==> src/rtl/mmio_hub_if.sv <==
// Core-side MMIO bus for mmio_hub: address, read/write strobes, write data, and registered
// read data with its valid pulse.
interface mmio_hub_if;
  logic [31:0] addr;
  logic        io_read;
  logic        io_write;
  logic [31:0] wdata;
  logic [31:0] rdata;
  logic        rd_valid;

  modport master (
    output addr, io_read, io_write, wdata,
    input  rdata, rd_valid
  );

  modport slave (
    input  addr, io_read, io_write, wdata,
    output rdata, rd_valid
  );
endinterface

==> src/rtl/mmio_hub.sv <==
// Multi-channel switch/LED MMIO hub with synchronised inputs, rising-edge capture and irq.
// Define MMIO_DEBOUNCE_EN to insert the per-channel switch debouncer.
module mmio_hub #(
  parameter int unsigned NUM_CH          = 2,
  parameter int unsigned SW_W            = 16,
  parameter int unsigned LED_W           = 16,
  parameter logic [31:0] IO_BASE         = 32'hFFFF_FC00,
  parameter logic [15:0] DEBOUNCE_CYCLES = 16'd50000
) (
  input  logic                    clock,
  input  logic                    rst,
  mmio_hub_if.slave               bus,
  input  logic [NUM_CH*SW_W-1:0]  sw_in,
  output logic [NUM_CH*LED_W-1:0] led_out,
  output logic                    irq
);
  localparam int unsigned CH_W = (NUM_CH > 1) ? $clog2(NUM_CH) : 1;

  typedef logic [NUM_CH-1:0][SW_W-1:0] sw_arr_t;

  sw_arr_t sync1_q, sync2_q;
  sw_arr_t stab_q, stab_d, stab_prev_q;
  sw_arr_t pend_q, pend_d;
  sw_arr_t ien_q, ien_d;
  logic [NUM_CH-1:0][LED_W-1:0] led_q, led_d;

  logic [31:0]     offset;
  logic            in_range;
  logic [CH_W-1:0] ch_sel;
  logic [1:0]      reg_sel;
  logic [NUM_CH-1:0] wr_hit;
  logic [31:0]     rd_mux;
  logic [31:0]     rdata_q;
  logic            rd_valid_q;

  // Base-relative offset; addresses below IO_BASE wrap high and fall out of range.
  assign offset   = bus.addr - IO_BASE;
  assign in_range = offset < 32'(16 * NUM_CH);
  assign ch_sel   = offset[4 +: CH_W];
  assign reg_sel  = offset[3:2];

  always_comb begin
    wr_hit = '0;
    for (int c = 0; c < NUM_CH; c++) begin
      wr_hit[c] = bus.io_write && in_range && (ch_sel == CH_W'(c));
    end
  end

  always_comb begin
    rd_mux = '0;
    if (in_range) begin
      unique case (reg_sel)
        2'd0:    rd_mux = 32'(stab_q[ch_sel]);
        2'd1:    rd_mux = 32'(led_q[ch_sel]);
        2'd2:    rd_mux = 32'(pend_q[ch_sel]);
        default: rd_mux = 32'(ien_q[ch_sel]);
      endcase
    end
  end

  // A new rising edge is OR-ed in after the W1C mask so a same-cycle set survives the clear.
  always_comb begin
    led_d  = led_q;
    ien_d  = ien_q;
    pend_d = pend_q;
    for (int c = 0; c < NUM_CH; c++) begin
      if (wr_hit[c] && reg_sel == 2'd1) led_d[c] = bus.wdata[LED_W-1:0];
      if (wr_hit[c] && reg_sel == 2'd3) ien_d[c] = bus.wdata[SW_W-1:0];
      if (wr_hit[c] && reg_sel == 2'd2) pend_d[c] = pend_q[c] & ~bus.wdata[SW_W-1:0];
      pend_d[c] = pend_d[c] | (stab_q[c] & ~stab_prev_q[c]);
    end
  end

`ifdef MMIO_DEBOUNCE_EN
  logic [NUM_CH-1:0][15:0] cnt_q, cnt_d;

  // One counter per channel; any cycle where sync matches stab restarts it.
  always_comb begin
    stab_d = stab_q;
    cnt_d  = cnt_q;
    for (int c = 0; c < NUM_CH; c++) begin
      if (sync2_q[c] == stab_q[c]) begin
        cnt_d[c] = '0;
      end else if (cnt_q[c] == DEBOUNCE_CYCLES - 16'd1) begin
        stab_d[c] = sync2_q[c];
        cnt_d[c]  = '0;
      end else begin
        cnt_d[c] = cnt_q[c] + 16'd1;
      end
    end
  end

  always_ff @(posedge clock or posedge rst) begin
    if (rst) begin
      cnt_q <= '0;
    end else begin
      cnt_q <= cnt_d;
    end
  end
`else
  assign stab_d = sync2_q;
`endif

  always_ff @(posedge clock or posedge rst) begin
    if (rst) begin
      sync1_q     <= '0;
      sync2_q     <= '0;
      stab_q      <= '0;
      stab_prev_q <= '0;
      pend_q      <= '0;
      ien_q       <= '0;
      led_q       <= '0;
      rdata_q     <= '0;
      rd_valid_q  <= 1'b0;
    end else begin
      sync1_q     <= sw_in;
      sync2_q     <= sync1_q;
      stab_q      <= stab_d;
      stab_prev_q <= stab_q;
      pend_q      <= pend_d;
      ien_q       <= ien_d;
      led_q       <= led_d;
      rd_valid_q  <= bus.io_read;
      if (bus.io_read) rdata_q <= rd_mux;
    end
  end

  assign bus.rdata    = rdata_q;
  assign bus.rd_valid = rd_valid_q;
  assign led_out      = led_q;
  assign irq          = |(pend_q & ien_q);

  logic unused_bits;
  assign unused_bits = ^{bus.wdata, offset, DEBOUNCE_CYCLES};
endmodule

==> src/flat_wrapper.sv <==
// flat-port wrapper written by rule: the top's interface ports become plain ports
module mmio_hub_flat 
#(
  parameter int unsigned NUM_CH          = 2,
  parameter int unsigned SW_W            = 16,
  parameter int unsigned LED_W           = 16,
  parameter logic [31:0] IO_BASE         = 32'hFFFF_FC00,
  parameter logic [15:0] DEBOUNCE_CYCLES = 16'd50000
)
  (clock, rst, sw_in, led_out, irq, bus_addr, bus_io_read, bus_io_write, bus_wdata, bus_rdata, bus_rd_valid);
  mmio_hub_if bus_i ();
  input  logic clock;
  input  logic rst;
  input  logic [NUM_CH*SW_W-1:0] sw_in;
  output logic [NUM_CH*LED_W-1:0] led_out;
  output logic irq;
  input wire logic [$bits(bus_i.addr)-1:0] bus_addr;
  input wire logic [$bits(bus_i.io_read)-1:0] bus_io_read;
  input wire logic [$bits(bus_i.io_write)-1:0] bus_io_write;
  input wire logic [$bits(bus_i.wdata)-1:0] bus_wdata;
  output wire logic [$bits(bus_i.rdata)-1:0] bus_rdata;
  output wire logic [$bits(bus_i.rd_valid)-1:0] bus_rd_valid;
  assign bus_i.addr = bus_addr;
  assign bus_i.io_read = bus_io_read;
  assign bus_i.io_write = bus_io_write;
  assign bus_i.wdata = bus_wdata;
  assign bus_rdata = bus_i.rdata;
  assign bus_rd_valid = bus_i.rd_valid;
  mmio_hub #(.NUM_CH(NUM_CH), .SW_W(SW_W), .LED_W(LED_W), .IO_BASE(IO_BASE), .DEBOUNCE_CYCLES(DEBOUNCE_CYCLES)) u_core (.clock(clock), .rst(rst), .bus(bus_i), .sw_in(sw_in), .led_out(led_out), .irq(irq));
endmodule
==> config.mk <==
export PLATFORM = sky130hd
export DESIGN_NAME = mmio_hub_flat
export DESIGN_NICKNAME = d
export VERILOG_FILES = /design/src/rtl/mmio_hub_if.sv /design/src/rtl/mmio_hub.sv /design/src/flat_wrapper.sv
export SDC_FILE = /design/constraint.sdc
export NUM_CORES = 1
export LEC_CHECK = 0
export ABC_CLOCK_PERIOD_IN_PS = 15550
export CAP_MARGIN = 20
export CORE_ASPECT_RATIO = 1.5
export CORE_MARGIN = 5
export CORE_UTILIZATION = 50
export DETAILED_ROUTE_END_ITERATION = 12
export PLACE_DENSITY_LB_ADDON = 0.05
export SLEW_MARGIN = 5
export SYNTH_ARGS = -nofsm -noshare
export SYNTH_HDL_FRONTEND = slang
export SYNTH_SLANG_ARGS = --single-unit
==> constraint.sdc <==
create_clock -name clock -period 15.55 [get_ports clock]
set_input_delay 4.665 -clock clock [delete_from_list [all_inputs] [get_ports clock]]
set_output_delay 4.665 -clock clock [all_outputs]
set_load 0.05 [all_outputs]
==> flow_summary.json <==
{
  "clockRootBuffer": "clkbuf_16",
  "grt_max_degree": 98,
  "setup_viol": 0,
  "fin_crit_sh_pct": 51.1,
  "clock.fmax_mhz": 126,
  "total_power_mw": 1.31,
  "holdBufCountCts": 0,
  "initial_core_util_pct": 50.5,
  "synth_compound_area_share_pct": 7.52,
  "tritoncts": "built",
  "placed_area_sq_um": 10900,
  "cts_htree_levels": 1,
  "clk_latency_ps": 500,
  "utilization_pct": 63.2,
  "viasPerCell": 5.46,
  "die_y_um": 177,
  "cp_top_family": "simple AND/OR/NAND/NOR gates",
  "final_area_sq_um": 11700,
  "cp_max_fo": 16,
  "grt_usage_pct": 20.5,
  "path_class": "input port to flip-flop",
  "met2_usage_pct": 35.4,
  "met1_usage_pct": 27.5,
  "powerDensity_nw_per_um2": 112,
  "antenna_found_initial": 0,
  "clk_path_buf_depth": 3,
  "fillers": 1453,
  "async_flop_share_pct": 100,
  "ios": 166,
  "synth.avg_cell_area_sq_um": 15.2,
  "dieArea_sq_um": 21600,
  "synth_top_family_by_area": "multiplexers",
  "critPathCaptureType": "flip-flop",
  "synth_fa_ha_area_share_pct": 0,
  "cp-start-kind": "input port",
  "yosys_warnings": 0,
  "min_period_ps": 7950,
  "hold_viol_final": 0,
  "num_antenna_cells": 0,
  "rsz0062_at_grt": "no",
  "synthSimpleGateAreaFrac_pct": 5.99,
  "slew_violations": 0,
  "core_area_sq_um": 18500,
  "final_cell_mix": "dfrtp_1, clkdlybuf4s50_1, mux2_2",
  "muxShareOfSynthArea_pct": 17.4,
  "grt_pass1_vias": 6201,
  "fin_cells": 1027,
  "overflow": 0,
  "worstMarginPinSlew_ps": 1120,
  "top_usage_layer": "met2",
  "ys_seq_area_share_pct": 64.6,
  "setup_tns_ps": 0,
  "nNetsFinal": 859,
  "cpPeakStageDelay_ps": 780,
  "grt_pass1_wl_um": 34400,
  "synthXorXnorAreaFrac_pct": 0.0938,
  "first_pass_iters": 4,
  "drive_gt1_share_pct": 25.9,
  "layout_commonest_cell": "dfrtp_1",
  "postCtsSetupBuffers": 0,
  "critPathRequiredTime_ps": 15930,
  "cts_sinks": 241,
  "leakage_nw": 5.07,
  "maxSlewHeadroom_pct": 25.4,
  "crit_buf_inv": 1,
  "skew_ps": 10.9,
  "drv_cap": 0,
  "synth_seq_cells": 241,
  "arrival_ps": 8330,
  "io_buffers": 131,
  "outcome": "complete, no violations",
  "post_cts_resized": 0,
  "hpwl_um": 14000,
  "drtIter0Drc": 305,
  "irDropWorstVdd_mv": 0.0984,
  "grt_util_met3_pct": 3.41,
  "clkTransAtPathRegs_ps": 60,
  "synth_edf_count": 0,
  "die_w_um": 122,
  "routedWlPerCell_um": 20.7,
  "hold_class": "flip-flop to flip-flop",
  "vias": 5603,
  "final_antenna_net_count": 0,
  "drc": 0,
  "worstPathCellList": "clkdlybuf4s50_1, nand4_1, or4_2, a211o_1, a2111oi_4, nand4_2, mux2_2",
  "crit_slowest_cell": "nand4_2",
  "area_growth_pct": 25.1,
  "row_count": 61,
  "gp_congestion": 0.800,
  "dp_cells": 985,
  "synth_area_sq_um": 9340,
  "cts-buffers-inserted": 24,
  "syn_inst": 616,
  "drt_wl_total_um": 21300,
  "synthFlopType": "dfrtp_1",
  "synth_cell_types": 42
}
## per-layer routing
layer	vias to the layer above	wire (um)
li1	2487	-
met1	2931	9050
met2	157	10800
met3	28	1100
met4	0	328
met5	-	0
## sequential cells by signal (all words and copies together), names as in the netlist
| signal | flops |
|---|---|
| u_core.stab_q | 32 |
| u_core.pend_q | 32 |
| u_core.sync1_q | 32 |
| u_core.bus.rd_valid | 1 |
| u_core.stab_d | 32 |
| u_core.stab_prev_q | 32 |
| u_core.ien_q | 32 |
| u_core.bus.rdata | 16 |
| u_core.led_out | 32 |
## worst register-to-register path, cell delays in order, from the launching register on
cell     delay [ps]
dfrtp_1         440
mux4_2          520
mux2_2          280
nand2_1          70
o22ai_1          60
## cells in the mapped netlist (2+ instances only)
master	n	area share (%)
dfrtp_1	241	65
mux2_2	80	9.6
inv_1	52	2.1
a221o_2	32	3.9
mux4_2	32	7.7
nor2b_1	32	2.1
nand2_1	21	0.84
o22ai_1	17	1.1
buf_4	16	1.3
a22oi_1	12	0.96
clkbuf_1	11	0.44
nand4_1	10	0.67
nor2_1	8	0.32
nand3_1	5	0.27
buf_2	4	0.21
nand4_2	4	0.54
nor3_1	4	0.21
buf_1	3	0.12
nand2b_1	3	0.20
a221oi_1	2	0.19
a22o_1	2	0.19
and2_1	2	0.13
buf_6	2	0.24
nor4_1	2	0.13
or3_2	2	0.16
## cell families (layout without fill, tap and decap cells)
family	count (synthesis)	after routing
AO/OA/AOI/OAI	76	76
XOR/XNOR	1	1
other	1	16
buffers and inverters	88	232
flip-flops	241	241
AND/OR/NAND/NOR	97	97
multiplexers	112	112
## through the flow
stage               hold WS, ps  setup WS, ps
detailed placement          335          7040
finish                      345          7600
floorplan                   331          4270
global route                350          7440
CTS                         348          7580
global placement            332          6790
## path summary, 6_finish.rpt
path / to / cells past startpoint / from / slack (ps)
worst max-delay path: u_core.led_out[16]$_DFFE_PP0P_ / 7 / bus_addr[15] / 7600
worst min-delay path: u_core.stab_d[8]$_DFF_PP0_ / 0 / u_core.sync1_q[8]$_DFF_PP0_ / 340
worst max register to register: u_core.bus.rdata[14]$_DFFE_PP0P_ / 4 / u_core.pend_q[30]$_DFF_PP0_ / 14000
worst min register to register: u_core.stab_d[8]$_DFF_PP0_ / 0 / u_core.sync1_q[8]$_DFF_PP0_ / 340
max in group asynchronous: u_core.stab_q[6]$_DFF_PP0_ / 4 / rst / 8670
min in group asynchronous: u_core.led_out[15]$_DFFE_PP0P_ / 2 / rst / 4670
## layout make-up
type / instances / area, sq um / share of cell area [%]
flip-flops and latches: 241 / 6030 / 51.6
multi-input cells: 302 / 2950 / 25.3
repair buffers: 138 / 1370 / 11.7
clock buffers: 38 / 754 / 6.46
well taps: 252 / 315 / 2.70
inverters: 52 / 203 / 1.74
clock inverters: 4 / 56.3 / 0.482
## power breakdown
| part | internal (mW) | switching [mW] |
|---|---|---|
| combinational | 0.0359 | 0.0444 |
| clock | 0.349 | 0.230 |
| sequential | 0.644 | 0.00710 |
| total | 1.03 | 0.282 |
Note: power is estimated with default switching activity, not from simulation.
